### src/rtl/pipelined_divider.sv
// -----------------------------------------------------------------------------
// pipelined_divider
//   Fully pipelined unsigned restoring divider, one stage per dividend bit.
//   It accepts one dividend/divisor pair per clock and never stalls. Results
//   appear DIVIDEND_W+1 cycles after the sampling edge, in acceptance order.
//   A zero divisor yields quotient = all ones and remainder = 0.
//
//   Optional feature macro: DIV_ZERO_FLAG_EN
//     When defined, adds the registered div_by_zero output, which qualifies
//     the result together with valid.
//
// Parameters
//   DIVIDEND_W  width of dividend and quotient, and the number of stages
//   DIVISOR_W   width of divisor and remainder
//
// Ports
//   clk          rising-edge clock
//   reset        synchronous, active-high reset
//   start        operand valid; a/b are sampled on every edge where start=1
//   a            dividend (unsigned)
//   b            divisor (unsigned)
//   quotient     registered quotient, holds between results
//   remainder    registered remainder, holds between results
//   valid        one-cycle pulse marking a new quotient/remainder
//   div_by_zero  (DIV_ZERO_FLAG_EN only) result had b == 0
// -----------------------------------------------------------------------------
module pipelined_divider #(
  parameter int DIVIDEND_W = 8,
  parameter int DIVISOR_W  = 4
) (
  input  logic                  clk,
  input  logic                  reset,
  input  logic                  start,
  input  logic [DIVIDEND_W-1:0] a,
  input  logic [DIVISOR_W-1:0]  b,
  output logic [DIVIDEND_W-1:0] quotient,
  output logic [DIVISOR_W-1:0]  remainder,
  output logic                  valid
`ifdef DIV_ZERO_FLAG_EN
  ,
  output logic                  div_by_zero
`endif
);

  // Index 0 is the operand capture register. Index k+1 holds the state
  // after stage k has processed dividend bit DIVIDEND_W-1-k.
  logic                  vld_p [0:DIVIDEND_W];
  logic                  zf_p  [0:DIVIDEND_W];
  logic [DIVIDEND_W-1:0] dvd_p [0:DIVIDEND_W-1];
  logic [DIVISOR_W-1:0]  dvs_p [0:DIVIDEND_W-1];
  logic [DIVISOR_W-1:0]  rem_p [1:DIVIDEND_W];
  logic [DIVIDEND_W-1:0] quo_p [1:DIVIDEND_W];

  // Per-stage combinational result: {quotient bit, next partial remainder}
  logic [DIVISOR_W:0]    step   [0:DIVIDEND_W-1];
  logic [DIVIDEND_W-1:0] quo_nx [1:DIVIDEND_W];

  // One restoring step. The partial remainder entering a stage is always
  // below the divisor, so the shifted trial value needs only one extra bit.
  // When the subtraction is taken the difference fits in DIVISOR_W bits,
  // so it can be formed modulo 2^DIVISOR_W from the low bits of t.
  function automatic logic [DIVISOR_W:0] trial_step(
    input logic [DIVISOR_W-1:0] r,
    input logic                 din,
    input logic [DIVISOR_W-1:0] d
  );
    logic [DIVISOR_W:0]   t;
    logic [DIVISOR_W-1:0] diff;
    t    = {r, din};
    diff = t[DIVISOR_W-1:0] - d;
    if (t >= {1'b0, d}) begin
      return {1'b1, diff};
    end
    return {1'b0, t[DIVISOR_W-1:0]};
  endfunction

  // A zero divisor overrides whatever the stages accumulated.
  function automatic logic [DIVIDEND_W+DIVISOR_W-1:0] zero_div_force(
    input logic                  zf,
    input logic [DIVIDEND_W-1:0] q,
    input logic [DIVISOR_W-1:0]  r
  );
    if (zf) begin
      return {{DIVIDEND_W{1'b1}}, {DIVISOR_W{1'b0}}};
    end
    return {q, r};
  endfunction

  // Stage datapath (combinational part of every stage)
  always_comb begin
    step[0]   = trial_step('0, dvd_p[0][DIVIDEND_W-1], dvs_p[0]);
    quo_nx[1] = '0;
    quo_nx[1][DIVIDEND_W-1] = step[0][DIVISOR_W];
    for (int k = 1; k < DIVIDEND_W; k++) begin
      step[k]     = trial_step(rem_p[k], dvd_p[k][DIVIDEND_W-1-k], dvs_p[k]);
      quo_nx[k+1] = quo_p[k];
      quo_nx[k+1][DIVIDEND_W-1-k] = step[k][DIVISOR_W];
    end
  end

  // Capture and stage registers: data path, no reset
  always_ff @(posedge clk) begin
    dvd_p[0] <= a;
    dvs_p[0] <= b;
    zf_p[0]  <= (b == '0);
    for (int k = 0; k < DIVIDEND_W-1; k++) begin
      dvd_p[k+1] <= dvd_p[k];
      dvs_p[k+1] <= dvs_p[k];
    end
    for (int k = 0; k < DIVIDEND_W; k++) begin
      zf_p[k+1]  <= zf_p[k];
      rem_p[k+1] <= step[k][DIVISOR_W-1:0];
      quo_p[k+1] <= quo_nx[k+1];
    end
  end

  // Stage valid chain and output register
  always_ff @(posedge clk) begin
    if (reset) begin
      for (int k = 0; k <= DIVIDEND_W; k++) begin
        vld_p[k] <= 1'b0;
      end
      valid     <= 1'b0;
      quotient  <= '0;
      remainder <= '0;
`ifdef DIV_ZERO_FLAG_EN
      div_by_zero <= 1'b0;
`endif
    end else begin
      vld_p[0] <= start;
      for (int k = 0; k < DIVIDEND_W; k++) begin
        vld_p[k+1] <= vld_p[k];
      end
      valid <= vld_p[DIVIDEND_W];
      if (vld_p[DIVIDEND_W]) begin
        {quotient, remainder} <= zero_div_force(zf_p[DIVIDEND_W],
                                                quo_p[DIVIDEND_W],
                                                rem_p[DIVIDEND_W]);
`ifdef DIV_ZERO_FLAG_EN
        div_by_zero <= zf_p[DIVIDEND_W];
`endif
      end
    end
  end

endmodule

### config.mk
export PLATFORM = sky130hd
export DESIGN_NAME = pipelined_divider
export DESIGN_NICKNAME = d
export VERILOG_FILES = /design/src/rtl/pipelined_divider.sv
export SDC_FILE = /design/constraint.sdc
export NUM_CORES = 1
export LEC_CHECK = 0
export BUFFER_PORTS_ARGS = -buffer_cell sky130_fd_sc_hd__buf_4
export CAP_MARGIN = 20
export CORE_ASPECT_RATIO = 0.75
export CORE_MARGIN = 5
export CORE_UTILIZATION = 41
export DETAILED_ROUTE_END_ITERATION = 7
export PLACE_DENSITY = 0.57
export SYNTH_ARGS = -nofsm -noshare
export SYNTH_HDL_FRONTEND = slang
export SYNTH_SLANG_ARGS = --single-unit
### constraint.sdc
create_clock -name clk -period 1.4 [get_ports clk]
set_input_delay 0.42 -clock clk [delete_from_list [all_inputs] [get_ports clk]]
set_output_delay 0.42 -clock clk [all_outputs]
set_load 0.01 [all_outputs]
== Word-level counts from Yosys, hierarchy flattened ==
Memory sizes are Yosys's and may differ from the RTL's.
Cells that the tools add are included.
Storage, ports and cells
  register bits: 13
  memory bits (writable): 210
  input bits: 15
  output and inout bits: 13
  word-level logic and storage cells: 76
  memories kept: 6
Memories
  dvd_p: words 8, bits a word 8, rd ports 8, clocked after memory_dff 0, write ports 8, line 49  | logic [DIVIDEND_W-1:0] dvd_p [0:DIVIDEND_W-1];
  quo_p: words 8, bits a word 8, rd ports 8, clocked after memory_dff 0, write ports 8, line 52  | logic [DIVIDEND_W-1:0] quo_p [1:DIVIDEND_W];
  dvs_p: words 8, bits a word 4, rd ports 8, clocked after memory_dff 0, write ports 8, line 50  | logic [DIVISOR_W-1:0] dvs_p [0:DIVIDEND_W-1];
  rem_p: words 8, bits a word 4, rd ports 8, clocked after memory_dff 0, write ports 8, line 51  | logic [DIVISOR_W-1:0] rem_p [1:DIVIDEND_W];
  vld_p: words 9, bits a word 1, rd ports 9, clocked after memory_dff 0, write ports 9, line 47  | logic vld_p [0:DIVIDEND_W];
  zf_p: words 9, bits a word 1, rd ports 9, clocked after memory_dff 0, write ports 9, line 48  | logic zf_p [0:DIVIDEND_W];
Cells by class
  $add $sub $neg: 8
  order comparisons: 8
  muxes and demuxes: 41
  bitwise logic cells: 9
  reductions and logical operators: 1
Operators by type and width (count)
  5-bit two-way mux: 16
  5-bit by 4-bit greater-or-equal comparator with 1-bit output: 7
  4-bit subtractor: 7
  12-bit two-way mux: 2
  1-bit two-way mux: 23
  1-bit OR: 9
  1-bit by 4-bit greater-or-equal comparator with 1-bit output: 1
  4-bit zero test: 1
  1-bit by 4-bit subtractor with 4-bit output: 1

== Logic depth before layout (Yosys ltp) ==
Gate-level depths: netlist (run 1).
An unclocked memory read counts as a cell.
  depth after elaboration: 5
  mapped depth: 7
  gate-level depth less buffers: 7

== Worst setup path after synthesis (run 1) ==
No wires, ideal clock.
  kind: register to register
  start point: memory dvs_p[1][1] (netlist: dvs_p[0][5])
  end point: register rem_p[0][10] (netlist name)
  library setup time: 0.121 ns
  arrival time: 1.335 ns
  data required time: 1.279 ns
  path slack: -0.056 ns
  cell stages (with the launch flop): 7
  buffers on the path: 0
  clock period less this slack: 1.456 ns
  path through: dfxtp_1 > inv_1 > ha_1 > nand4_1 > nand2_1 > nor2_4 > mux2_4
RTL lines (line)
  start: declaration: 50

==> flow_summary.json, run 1 <==
{
  "status": "complete, no violations",
  "power_mw": 14.8,
  "path_max_fanout": 3,
  "p_leak_nw": 3.01,
  "syn_area_um2": 5110,
  "tightest_slew_ns": 0.286,
  "rows": 35,
  "slew_headroom": 0.809,
  "seq_area_frac_synth": 0.654,
  "grt_pass1_wl_mm": 13.3,
  "cts-root-buf": "clkbuf_16",
  "routed_via_density": 4.25,
  "drc": 0,
  "worstPathArrival_ns": 1.68,
  "drive_gt1_frac": 0.461,
  "peakVddDrop_mv": 1.00,
  "ant_nets": 0,
  "wl_per_cell_um": 11.7,
  "gp_congestion": 0.810,
  "setup_viol_count_final": 0,
  "layout_commonest_cell": "dfxtp_1",
  "fin_nets": 561,
  "rsz0062_at_grt": "yes",
  "drv_slew": 0,
  "synth_warnings": 0,
  "fill_cells": 997,
  "skew_ns": 0.00631,
  "core_area_um2": 12300,
  "layout_common_cells": "dfxtp_1 (130), buf_4 (67), dfxtp_2 (37)",
  "finalCritPeriodShare": 0.995,
  "hold_buffers": 0,
  "seq_area_um2": 3390,
  "cp-startpoint": "dvs_p[0][10]",
  "grt_pass1_vias": 3023,
  "antenna_cells": 0,
  "cts_tree": "done",
  "numPortBuffers": 27,
  "async_flop_share": 0,
  "rr_startpoint": "dvs_p[0][10]",
  "crit_path_start_kind": "flip-flop",
  "final.setup.tns_ns": 0,
  "htreeDepth": 4,
  "min_from": "a[5]",
  "drtPass1Iterations": 4,
  "ios": 28,
  "ys_types": 23,
  "syn-mean-instance-area_um2": 12.1,
  "start_util": 0.417,
  "grt.overflow.total": 0,
  "synth_ff_type": "dfxtp_1",
  "cap_violations": 0,
  "dp_hpwl_mm": 5.18,
  "synth-edff-count": 0,
  "vias": 2920,
  "whs_ns": 0.118,
  "syn2layout_area_growth_pct": 38.5,
  "ys_seq_elements": 167,
  "hold_viol": 0,
  "crit_type": "flip-flop to flip-flop",
  "critPathRequiredTime_ns": 1.69,
  "power_density_nw_per_um2": 2090,
  "numClockSinks": 167,
  "insertion_delay_ns": 0.40,
  "path_clk_slew_ns": 0.06,
  "cts_buffer_depth": 2,
  "numCtsBuffers": 17,
  "syn_inst": 422,
  "antenna_found_initial": 0,
  "fin_crit_ns": 1.39,
  "wl_mm": 8.05,
  "drt_iter0_drc": 76,
  "grt_start_max_net_pins": 23,
  "grt_util_all_layers": 0.110,
  "end_kind": "flip-flop",
  "chipHeight_um": 107,
  "die_area_um2": 14800,
  "syn_nets": 474,
  "min_path_type": "primary input to flip-flop",
  "multi_input_area_um2": 2130,
  "dieWidth_um": 139,
  "max_freq_mhz": 718
}
cell type report:
type                    count  area share
clock buffers              19      0.0625
clock inverters            12      0.0249
inverters                  46      0.0244
multi-input cells         205       0.301
flip-flops and latches    167       0.479
well taps                 166      0.0293
repair buffers             72      0.0790
cell usage after synthesis, types with 8 or more instances:
library cell    n  area share
dfxtp_1       167        0.65
nand2_1         8      0.0059
o21ai_1         8      0.0078
nor2_1         42       0.031
nand2b_1        8      0.0098
mux2i_1        14       0.027
a21oi_1        12       0.012
ha_1           30       0.073
nor2b_1        16       0.020
nor3_1         14       0.014
o22ai_1         8      0.0098
inv_1          46       0.034
worst paths after layout:
path              cells after the start  slack [ns]            to
hold / removal                        1        0.12   dvd_p[0][5]
setup / recovery                      6       0.008  rem_p[0][14]
hold reg to reg                       0        0.32  quo_p[0][68]
setup reg to reg                      6       0.008  rem_p[0][14]
what timing repair did:
item	in CTS	in global routing
hold endpoints to repair	0	0
setup buffers	3	11
resized for setup	42	80
pin swaps	14	37
setup endpoints to repair	19	24
through the flow:
step | util | setup slack [ns] | instances | cell area, um^2
6_report | 0.578 | 0.00764 | 687 | 7080
5_1_grt | 0.578 | -0.0418 | 687 | 7080
4_1_cts | 0.547 | -0.0149 | 676 | 6700
3_5_place_dp | 0.476 | -0.0863 | 642 | 5840
3_3_place_gp | 0.476 | -0.0484 | 642 | 5840
2_1_floorplan | - | -0.00907 | 422 | 5210
layer usage:
layer / share of wire / GRT usage / up-vias
met5: 0 / 0 / -
met4: 0.013 / 0.0538 / 0
met3: 0.040 / 0.0343 / 11
met2: 0.47 / 0.178 / 42
met1: 0.48 / 0.135 / 1328
li1: - / - / 1539
kinds of logic (layout without fill, tap and decap cells):
kind of cell,count (synthesis),after routing,share of synthesized area
multiplexers,21,21,0.0480
flip-flops,167,167,0.654
buffers and inverters,50,149,0.0369
AND/OR/NAND/NOR,104,104,0.106
XOR/XNOR,7,7,0.0120
adder cells (fa/ha/maj),37,37,0.101
AO/OA/AOI/OAI,36,36,0.0423
state kept, by name, summed over array words and instances, names as in the netlist:
name	cells
quo_p	36
dvs_p	32
dvd_p	36
rem_p	32
vld_p	9
remainder	4
quotient	8
zf_p	9
valid	1
where the power goes:
part	leakage (nW)	total, mW	internal (mW)	switching [mW]
Clock	0.299	4.79	3.02	1.76
Combinational	1.31	3.97	2.24	1.73
Sequential	1.40	6.01	5.61	0.404
critical path, cell delays in order, from the launching register on:
cell	delay, ns
dfxtp_2	0.33
inv_2	0.04
ha_4	0.23
o21ai_4	0.18
a21oi_4	0.06
nor2_4	0.14
mux2_4	0.30
(Power assumes the default switching activity.)
==> inputs of run 2 (changes only) <==
--- a/config.mk
+++ b/config.mk
@@ -8,7 +8,7 @@
 export BUFFER_PORTS_ARGS = -buffer_cell sky130_fd_sc_hd__buf_4
 export CAP_MARGIN = 20
 export CORE_ASPECT_RATIO = 0.75
-export CORE_MARGIN = 5
+export CORE_MARGIN = 2
 export CORE_UTILIZATION = 41
 export DETAILED_ROUTE_END_ITERATION = 7
 export PLACE_DENSITY = 0.57
==> flow_summary.json, run 2 (synthesis results as in run 1) <==
{
  "cts_buffer_depth": 2,
  "violations": "negative setup slack",
  "drt_iter0_drc": 106,
  "power_density_nw_per_um2": 2110,
  "rr_startpoint": "dvs_p[1][2]",
  "grt_use_met2": 0.211,
  "cts_tree": "done",
  "routed_via_density": 4.24,
  "cap_violations": 0,
  "slew_headroom": 0.795,
  "numPortBuffers": 27,
  "power_mw": 14.9,
  "cts-root-buf": "clkbuf_16",
  "drv_slew": 0,
  "die_area_um2": 13400,
  "dp_hpwl_mm": 5.08,
  "antenna_cells": 0,
  "critPathRequiredTime_ns": 1.69,
  "end_kind": "flip-flop",
  "antenna_found_initial": 0,
  "numClockSinks": 167,
  "dieWidth_um": 133,
  "worst_slack_ns": -0.0167,
  "path_clk_slew_ns": 0.06,
  "status": "finished with violations",
  "wl_per_cell_um": 11.5,
  "grt.overflow.total": 0,
  "tightest_slew_ns": 0.307,
  "drc": 0,
  "worstPathArrival_ns": 1.71,
  "crit_type": "flip-flop to flip-flop",
  "layout_commonest_cell": "dfxtp_1",
  "cp-startpoint": "dvs_p[1][2]",
  "grt_pass1_wl_mm": 13.3,
  "vias": 2912,
  "drtPass1Iterations": 6,
  "max_freq_mhz": 706,
  "crit_path_end": "rem_p[0][22]",
  "finalCritPeriodShare": 1.01,
  "slowest_stage": "dfxtp_2",
  "rsz0062_at_grt": "yes",
  "ant_nets": 0,
  "pre_cts_slack_ns": -0.0776,
  "setup_viol_count_final": 1,
  "grtUsageMet1": 0.151,
  "core_area_um2": 12200,
  "slowest_delay_ns": 0.35,
  "path_max_fanout": 4,
  "rrSetupSlack_ns": -0.02,
  "rows": 35,
  "min_path_type": "primary input to flip-flop",
  "grt_pass1_vias": 2948,
  "grt_start_max_net_pins": 23,
  "ios": 28,
  "fin_crit_ns": 1.42,
  "top_regs": "dvd_p (36), quo_p (36)",
  "final.setup.tns_ns": -0.0167,
  "peakVddDrop_mv": 1.14,
  "drive_gt1_frac": 0.453,
  "grt_util_all_layers": 0.131,
  "start_util": 0.419,
  "gp_congestion": 0.803,
  "path_cells": "inv_2, ha_4, o21ai_2, a21oi_2, nor2_4, mux2_4",
  "crit_path_start_kind": "flip-flop",
  "insertion_delay_ns": 0.41,
  "r2r_end": "rem_p[0][22]",
  "grt_use_met3": 0.0553,
  "syn2layout_area_growth_pct": 38.3,
  "hold_viol": 0,
  "wl_mm": 7.92,
  "p_leak_nw": 3.01,
  "skew_ns": 0.00616,
  "worst_r2r_path_depth": 6,
  "chipHeight_um": 101,
  "htreeDepth": 4,
  "whs_ns": 0.109,
  "grt.busiest_layer": "met2",
  "numCtsBuffers": 17,
  "hold_buffers": 0,
  "fin_nets": 560,
  "layout_common_cells": "dfxtp_1 (133), buf_4 (65), nor2_1 (35)"
}
==> run 2: changes by cell type in the layout (fill, tap and decap cells not counted), sizes merged <==
| cell | change |
|---|---|
| inv | +2 |
| buf | -1 |
| clkinvlp | +1 |
| clkbuf | +1 |
| clkinv | -3 |
==> run 2: worst min-delay path by stage <==
stage               cells past startpoint  slack [ns]    startpoint      endpoint
global route                            1        0.07          a[0]   dvd_p[0][0]
detailed placement                      0        0.31   dvd_p[0][4]  dvd_p[0][12]
global placement                        0        0.31  quo_p[0][47]  quo_p[0][55]
finish                                  1        0.11          a[5]   dvd_p[0][5]
CTS                                     1        0.08          a[6]   dvd_p[0][6]
floorplan                               0        0.31   dvd_p[0][2]  dvd_p[0][10]
==> run 2: report_power, final <==
| group | switching (mW) | internal, mW |
|---|---|---|
| Clock | 1.84 | 3.12 |
| Sequential | 0.402 | 5.60 |
| Combinational | 1.72 | 2.24 |
| Total | 3.97 | 11.0 |
==> run 2: timing repair <==
action / in CTS / in global routing
resized for setup: 39 / 78
endpoints found under the setup margin: 18 / 25
buffers inserted: 6 / 9
pin swaps: 12 / 38
==> run 2: cell type report <==
class / count / area, um^2
clock buffer: 20 / 457
clock inverter: 12 / 191
fill: 976 / 5150
inverter: 46 / 173
multi-input combinational: 205 / 2100
sequential: 167 / 3390
tap: 166 / 208
timing repair buffer: 71 / 556
==> run 2: layer usage <==
layer / vias to the layer above / part of all wire
met5: - / 0
met4: 0 / 0.017
met3: 11 / 0.036
met2: 45 / 0.47
met1: 1310 / 0.47
li1: 1546 / -
==> run 2: stage by stage <==
step,instance area (um^2),utilization,instances
floorplan,5210,-,422
detailed placement,5820,0.476,640
finish,7070,0.579,687
global route,7070,0.579,687
global placement,5820,0.476,640
CTS,6760,0.553,678
==> run 2: critical path: cells and delay by family (launching register included) <==
family	cells	cell delay, ns
multiplexers	1	0.30
adder cells (fa/ha/maj)	1	0.23
flip-flops	1	0.35
AO/OA/AOI/OAI	2	0.23
AND/OR/NAND/NOR	1	0.15
buffers and inverters	1	0.05
==> inputs of run 3 (changes only) <==
--- a/config.mk
+++ b/config.mk
@@ -12,6 +12,7 @@
 export CORE_UTILIZATION = 41
 export DETAILED_ROUTE_END_ITERATION = 7
 export PLACE_DENSITY = 0.57
+export SKIP_LAST_GASP = 1
 export SYNTH_ARGS = -nofsm -noshare
 export SYNTH_HDL_FRONTEND = slang
 export SYNTH_SLANG_ARGS = --single-unit
==> constraint.sdc (replaced) <==
create_clock -name clk -period 1.4 [get_ports clk]
set_input_delay 0.42 -clock clk [delete_from_list [all_inputs] [get_ports clk]]
set_output_delay 0.42 -clock clk [all_outputs]
set_load 0.005 [all_outputs]
==> flow_summary.json, run 3 (synthesis results as in run 1) <==
{
  "ant_nets": 0,
  "insertion_delay_ns": 0.41,
  "start_util": 0.419,
  "cap_violations": 0,
  "die_area_um2": 13400,
  "cts_buffer_depth": 2,
  "routed_via_density": 4.27,
  "rsz0062_at_grt": "yes",
  "drt_iter0_drc": 119,
  "min_path_type": "primary input to flip-flop",
  "rows": 35,
  "numPortBuffers": 27,
  "drc": 0,
  "drive_gt1_frac": 0.435,
  "final.setup.tns_ns": -0.00734,
  "grt_pass1_vias": 2951,
  "skew_ns": 0.00656,
  "max_freq_mhz": 711,
  "numClockSinks": 167,
  "top_regs": "dvd_p (36), quo_p (36)",
  "drv_slew": 0,
  "peakVddDrop_mv": 1.17,
  "finalCritPeriodShare": 1.01,
  "ios": 28,
  "postPlaceCellArea_um2": 5820,
  "grt.overflow.total": 0,
  "wl_mm": 7.96,
  "grt_use_met2": 0.210,
  "gp_congestion": 0.803,
  "p_leak_nw": 3.00,
  "violations": "negative setup slack",
  "status": "finished with violations",
  "slowest_delay_ns": 0.35,
  "worst_slack_ns": -0.00734,
  "antenna_found_initial": 0,
  "drtPass1Iterations": 8,
  "hold_viol": 0,
  "grt.busiest_layer": "met2",
  "cts-root-buf": "clkbuf_16",
  "hold_buffers": 0,
  "grt_util_all_layers": 0.131,
  "final_cell_area_um2": 7030,
  "grtUsageMet1": 0.151,
  "dieWidth_um": 133,
  "vias": 2926,
  "fin_crit_ns": 1.41,
  "chipHeight_um": 101,
  "rrSetupSlack_ns": -0.007,
  "path_clk_slew_ns": 0.06,
  "setup_viol_count_final": 1,
  "layout_common_cells": "dfxtp_1 (138), buf_4 (64), nor2_1 (35)",
  "layout_commonest_cell": "dfxtp_1",
  "wl_per_cell_um": 11.6,
  "placed_cells": 640,
  "grt_start_max_net_pins": 23,
  "crit_type": "flip-flop to flip-flop",
  "fin_nets": 559,
  "core_area_um2": 12200,
  "dp_hpwl_mm": 5.08,
  "cts_tree": "done",
  "worstPathArrival_ns": 1.71,
  "antenna_cells": 0,
  "end_kind": "flip-flop",
  "numCtsBuffers": 17,
  "path_max_fanout": 4,
  "path_cells": "inv_2, ha_4, o21ai_2, a21oi_2, nor2_4, mux2_4",
  "htreeDepth": 4,
  "critPathRequiredTime_ns": 1.70,
  "crit_path_start_kind": "flip-flop",
  "slowest_stage": "dfxtp_2",
  "grt_pass1_wl_mm": 13.3,
  "power_density_nw_per_um2": 2110,
  "syn2layout_area_growth_pct": 37.4,
  "slew_headroom": 0.795,
  "grt_use_met3": 0.0553,
  "instances_no_fill": 686,
  "tightest_slew_ns": 0.307
}
run 3: changes by cell type in the layout (fill, tap and decap cells not counted), sizes merged:
cell,change
buf,-1
run 3: final timing paths:
kind | from | end | cells past startpoint
setup / recovery | dvs_p[1][2] | rem_p[0][22] | 6
hold / removal | a[5] | dvd_p[0][5] | 1
setup reg to reg | dvs_p[1][2] | rem_p[0][22] | 6
hold reg to reg | zf_p[0][3] | zf_p[0][4] | 0
run 3: worst max-delay path: cells and delay by family, from the launching register on:
family,cells,cell delay [ns]
adder cells (fa/ha/maj),1,0.23
buffers and inverters,1,0.05
flip-flops,1,0.35
AND/OR/NAND/NOR,1,0.15
AO/OA/AOI/OAI,2,0.23
multiplexers,1,0.30
run 3: power breakdown:
group,switching (mW),internal [mW]
clock network,1.84,3.12
logic,1.69,2.19
registers,0.398,5.59
run 3: per-layer routing:
layer,vias to the layer above,share of wire
met2,58,0.48
met5,-,0
met3,14,0.038
met4,0,0.018
met1,1311,0.47
li1,1543,-
run 3: cell type report:
class,count,area (um^2)
clock inverter,12,191
multi-input combinational,205,2070
fill,988,5190
tap,166,208
inverter,46,173
timing repair buffer,70,548
clock buffer,20,457
sequential,167,3380
run 3: through the flow:
| step | util | worst slack [ns] | hold slack, ns | total power [mW] |
|---|---|---|---|---|
| after floorplan | - | -0.00907 | 0.310 | 7.97 |
| after global placement | 0.476 | -0.0355 | 0.310 | 8.74 |
| after detailed placement | 0.476 | -0.0776 | 0.312 | 8.82 |
| after CTS | 0.553 | -0.0245 | 0.0833 | 14.3 |
| after global routing | 0.575 | -0.0495 | 0.0734 | 15.6 |
| final | 0.575 | -0.00734 | 0.109 | 14.8 |
run 3: what timing repair did:
action,in CTS,in global routing
pin swaps,12,39
buffers inserted,6,8
hold endpoints to repair,0,0
gates resized for setup,38,67
setup endpoints to repair,18,25
